==> src/rtl/btn_event_fifo.sv <==
`default_nettype none
// ============================================================================
// Module      : btn_event_fifo
// Description : Turns one-cycle button press pulses into button-index event
//               codes and queues them in press order for a valid/ready
//               consumer. Presses that cannot be held are flagged in a
//               sticky overflow bit.
// Ports       : clk      - system clock, rising edge
//               clr      - asynchronous reset, active-low
//               press    - one-cycle press pulses, bit i = button i
//               ev_ready - consumer accepts the head event this cycle
//               ev_valid - queue non-empty, ev_code valid
//               ev_code  - index of the oldest queued press (0 when empty)
//               count    - entries currently queued (0..DEPTH)
//               ovf      - sticky: at least one press was dropped
//               ovf_clr  - synchronous clear of ovf
// Revision    : 1.0 - initial release
// ============================================================================
module btn_event_fifo #(
    parameter int NBTN  = 4,
    parameter int CW    = 2,
    parameter int DEPTH = 8,
    parameter int AW    = 3
) (
    input  logic            clk,
    input  logic            clr,
    input  logic [NBTN-1:0] press,
    input  logic            ev_ready,
    output logic            ev_valid,
    output logic [CW-1:0]   ev_code,
    output logic [AW:0]     count,
    output logic            ovf,
    input  logic            ovf_clr
);

    localparam logic [AW:0] C_FULL = (AW+1)'(DEPTH);

    logic [NBTN-1:0] r_pend;
    logic [CW-1:0]   r_mem [DEPTH];
    logic [AW-1:0]   r_wptr;
    logic [AW-1:0]   r_rptr;
    logic [AW:0]     r_count;
    logic            r_ovf;

    logic            w_valid;
    logic            w_pop;
    logic            w_room;
    logic [NBTN-1:0] w_lowest;
    logic [NBTN-1:0] w_grant;
    logic            w_push;
    logic [CW-1:0]   w_code;
    logic            w_drop;

    assign w_valid  = (r_count != '0);
    assign w_pop    = w_valid & ev_ready;
    // A full queue still accepts a push when the head leaves in the same cycle.
    assign w_room   = (r_count != C_FULL) | w_pop;
    // Two's-complement trick isolates the lowest set bit of the pending mask.
    assign w_lowest = r_pend & (~r_pend + NBTN'(1));
    assign w_grant  = w_room ? w_lowest : '0;
    assign w_push   = |w_grant;
    // A repeat press on a bit that is still pending cannot be recorded.
    assign w_drop   = |(press & r_pend & ~w_grant);

    always_comb begin
        w_code = '0;
        for (int i = 0; i < NBTN; i++) begin
            if (w_grant[i]) begin
                w_code = CW'(i);
            end
        end
    end

    always_ff @(posedge clk or negedge clr) begin
        if (!clr) begin
            r_pend  <= '0;
            r_wptr  <= '0;
            r_rptr  <= '0;
            r_count <= '0;
            r_ovf   <= 1'b0;
        end else begin
            r_pend <= (r_pend & ~w_grant) | press;
            if (w_push) begin
                r_wptr <= r_wptr + AW'(1);
            end
            if (w_pop) begin
                r_rptr <= r_rptr + AW'(1);
            end
            case ({w_push, w_pop})
                2'b10:   r_count <= r_count + (AW+1)'(1);
                2'b01:   r_count <= r_count - (AW+1)'(1);
                default: r_count <= r_count;
            endcase
            // A fresh drop takes priority over a clear in the same cycle.
            if (w_drop) begin
                r_ovf <= 1'b1;
            end else if (ovf_clr) begin
                r_ovf <= 1'b0;
            end
        end
    end

    // Storage needs no reset: entries are only read once the count covers them.
    always_ff @(posedge clk) begin
        if (w_push) begin
            r_mem[r_wptr] <= w_code;
        end
    end

    assign ev_valid = w_valid;
    assign ev_code  = w_valid ? r_mem[r_rptr] : '0;
    assign count    = r_count;
    assign ovf      = r_ovf;

endmodule
`default_nettype wire

==> config.mk <==
export PLATFORM = sky130hd
export DESIGN_NAME = btn_event_fifo
export DESIGN_NICKNAME = d
export VERILOG_FILES = /design/src/rtl/btn_event_fifo.sv
export SDC_FILE = /design/constraint.sdc
export NUM_CORES = 1
export LEC_CHECK = 0
export BUFFER_PORTS_ARGS = -buffer_cell sky130_fd_sc_hd__buf_2
export CORE_ASPECT_RATIO = 1.2
export CORE_MARGIN = 8
export CORE_UTILIZATION = 40
export DETAILED_ROUTE_END_ITERATION = 7
export HOLD_SLACK_MARGIN = 0.06
export SYNTH_ARGS = -nofsm -noshare
export SYNTH_HDL_FRONTEND = slang
export SYNTH_SLANG_ARGS = --single-unit
==> constraint.sdc <==
create_clock -name clk -period 2.8 [get_ports clk]
set_input_delay 0.28 -clock clk [delete_from_list [all_inputs] [get_ports clk]]
set_output_delay 0.28 -clock clk [all_outputs]
set_load 0.03 [all_outputs]
==> impl_metrics.py <==
metrics = {
    "floorplan": {
        "dieArea_um2": 5890,
        "die_y_um": 82.5,
        "coreArea_um2": 3570,
        "fp-row-count": 24,
        "ioPinCount": 16,
        "die_x_um": 71.4,
        "start_util_pct": 41.2,
    },
    "timing": {
        "hold_violations": 0,
        "maxSlewHeadroom_pct": 48.5,
        "hold_ws_ps": 193,
        "post-route-period-util_pct": 89.5,
        "final-max-slew-violation-count": 0,
        "worst_slew_pin_slew_ps": 767,
        "setup_slack_ps": 295,
        "finalSetupViolations": 0,
        "fmax_ghz": 0.399,
        "rsz0062_at_grt": "false",
        "clock_skew_ps": 3.97,
        "fin_tns_setup_ps": 0,
        "finalCriticalPeriod_ps": 2510,
    },
    "flow_run": {
        "cap_violations": 0,
    },
    "clock_network": {
        "root_buffer": "clkbuf_8",
        "clk_pin_slew_ps": 60,
        "clk_latency_ps": 280,
        "tritoncts": "yes",
        "cts.sinks": 31,
        "post_cts_buffers": 0,
        "clockBufferDepth": 2,
        "numCtsBuffers": 5,
        "cts_max_level": 2,
    },
    "pwr": {
        "max-vdd-ir-drop_mv": 0.395,
        "finalPower_mw": 1.88,
        "power_density_nw_per_um2": 1110,
        "p_leak_nw": 0.695,
    },
    "synth": {
        "synth_xor_area_share_pct": 5.35,
        "synth_nets": 124,
        "synth_cells": 111,
        "synth_compound_area_share_pct": 7.56,
        "synth-warning-count": 0,
        "synth_fa_ha_area_share_pct": 4.24,
        "muxShareOfSynthArea_pct": 10.0,
        "yosysSeqAreaShare_pct": 58.1,
        "synthSimpleGateAreaFrac_pct": 12.9,
        "syn_area_per_cell_um2": 13.3,
        "synthesis.area_um2": 1470,
        "ys_ff_latch": 31,
        "synth_cell_types": 34,
        "synth_top_family_by_area": "simple AND/OR/NAND/NOR gates",
    },
    "placed_design": {
        "postPlaceCellArea_um2": 1590,
        "dp_hpwl_mm": 1.99,
        "place_ws_ps": 308,
        "portBuffers": 15,
        "routabilityCongestion": 0.734,
    },
    "routing": {
        "viasPerCell": 5.25,
        "drc": 0,
        "vias": 909,
        "drt-initial-drc-count": 24,
        "ant_nets": 0,
        "wire_per_inst_um": 15.2,
        "wl_mm": 2.63,
        "drt_first_pass_iters": 4,
    },
    "finish": {
        "final_area_um2": 1690,
        "multi_input_area_um2": 591,
        "post_route_cells_drive_above_1_share_pct": 25.4,
        "diodes": 0,
        "fillCellCount": 339,
        "register_area_um2": 856,
        "nets": 146,
        "area_delta_synth_final_pct": 14.9,
    },
    "global_routing": {
        "grt_util_all_layers_pct": 9.99,
        "antenna_found_initial": 0,
        "grt_max_degree": 16,
        "grt_pass1_wl_mm": 4.40,
        "grt_pass1_vias": 940,
        "overflow": 0,
    },
    "worst_setup_path": {
        "crit_chain": "nor4_2, nor2b_1, ha_1, xor2_1, ha_1, a21oi_1, xor2_1, nor2_1, xor2_1",
        "cp_slowest_cell": "nor4_2",
        "cp.arrival_ps": 2660,
        "cp.buffers_inverters": 0,
        "crit_family": "simple AND/OR/NAND/NOR gates",
        "r2r_cells": 9,
        "worstSetupStartpointType": "flop",
        "end_kind": "flop",
        "critical_path.max_stage_delay_ps": 480,
        "path_class": "reg2reg",
        "crit_top_cell": "xor2_1",
        "crit_cells": 9,
        "critPathRequiredTime_ps": 2950,
        "crit_fanout": 8,
    },
    "min_path": {
        "whs_path_depth": 3,
        "min_path_type": "in2reg",
    },
    "outcome": {
        "status": "complete, no violations",
    },
}
final timing paths:
| path | start | endpoint | slack, ps |
|---|---|---|---|
| worst min register to register | r_wptr[0]$_DFFE_PN0P_ | r_wptr[0]$_DFFE_PN0P_ | 540 |
| worst max register to register | count[1]$_DFFE_PN0P_ | count[2]$_DFFE_PN0P_ | 290 |
| worst min-delay path | press[3] | r_pend[3]$_DFF_PN0_ | 190 |
| min in group asynchronous | clr | ovf$_DFFE_PN0P_ | 440 |
| worst max-delay path | count[1]$_DFFE_PN0P_ | count[2]$_DFFE_PN0P_ | 290 |
| max in group asynchronous | clr | r_rptr[2]$_DFFE_PN0P_ | 2090 |
where the power goes:
| group | switching (mW) | internal, mW | leakage, nW |
|---|---|---|---|
| clock | 0.153 | 0.198 | 0.0482 |
| sequential | 0.169 | 0.649 | 0.317 |
| combinational | 0.387 | 0.321 | 0.329 |
| total | 0.708 | 1.17 | 0.695 |
area by class of cell:
type / instances / share of cell area, %
Timing Repair Buffer: 16 / 5.02
Inverter: 6 / 1.33
Clock inverter: 1 / 0.295
Multi-Input combinational cell: 73 / 34.9
Clock buffer: 7 / 5.10
Sequential cell: 31 / 50.5
Tap cell: 39 / 2.88
registers in the layout (all words and copies together) (netlist names):
register	count
r_mem	16
r_rptr	3
r_pend	4
r_wptr	3
count	4
ovf	1
kinds of logic (layout without fill, tap and decap cells):
kind of cell,after synthesis,after routing
compound gates,14,14
xor+xnor,9,9
simple gates,36,36
fa+ha+maj,5,5
flops,31,31
mux,9,9
buf+inv,7,30
repair_timing:
item | 4_1_cts | 5_1_grt
gates resized for setup | 0 | 0
hold endpoints to repair | 15 | 0
endpoints found under the setup margin | 0 | 0
hold buffers | 1 | 0
placed cells by master (no fill, tap or decap), types with 5 or more instances in the layout:
master / n
edfxtp_1: 16
ha_1: 5
buf_2: 15
dfrtp_1: 15
clkbuf_8: 6
nand2b_1: 6
nor2_1: 12
nand2_1: 5
xor2_1: 5
inv_1: 5
per-layer routing:
metal | up-vias | global-route usage [%] | wire length, um
met4 | 0 | 6.88 | 62
met3 | 5 | 2.78 | 85
met2 | 18 | 16.5 | 1320
met1 | 441 | 11.2 | 1160
li1 | 445 | - | -
met5 | - | 0 | 0
tightest hold or removal path, delay by kind of cell:
family | cells | cell delay (ps)
simple gates | 1 | 50
buf+inv | 2 | 110
cells in the mapped netlist, drive strengths merged:
library cell   n  share of area (%)
a2111oi        1               0.59
a21o           2                1.0
a21oi          4                1.4
a22o           1               0.59
a2bb2oi        1                1.8
buf            1               0.34
dfrtp         15                 25
edfxtp        16                 33
ha             5                4.2
inv            6                1.5
mux2           3                2.5
mux2i          2                1.4
mux4           4                6.1
nand2          5                1.3
nand2b         6                2.5
nand3          2               0.68
nand3b         1               0.51
nor2          13                3.5
nor2b          1               0.42
nor3           4                1.4
nor4           2                1.3
nor4b          1               0.59
o21ai          4                1.6
o221ai         1               0.59
or3            1               0.76
xnor2          4                2.4
xor2           5                3.0
metrics by stage:
stage / instances / utilization, %
2_1_floorplan: 111 / -
3_3_place_gp: 164 / 44.6
3_5_place_dp: 164 / 44.6
4_1_cts: 173 / 47.4
5_1_grt: 173 / 47.4
6_report: 173 / 47.4
Power figures use the tool's default switching activity.
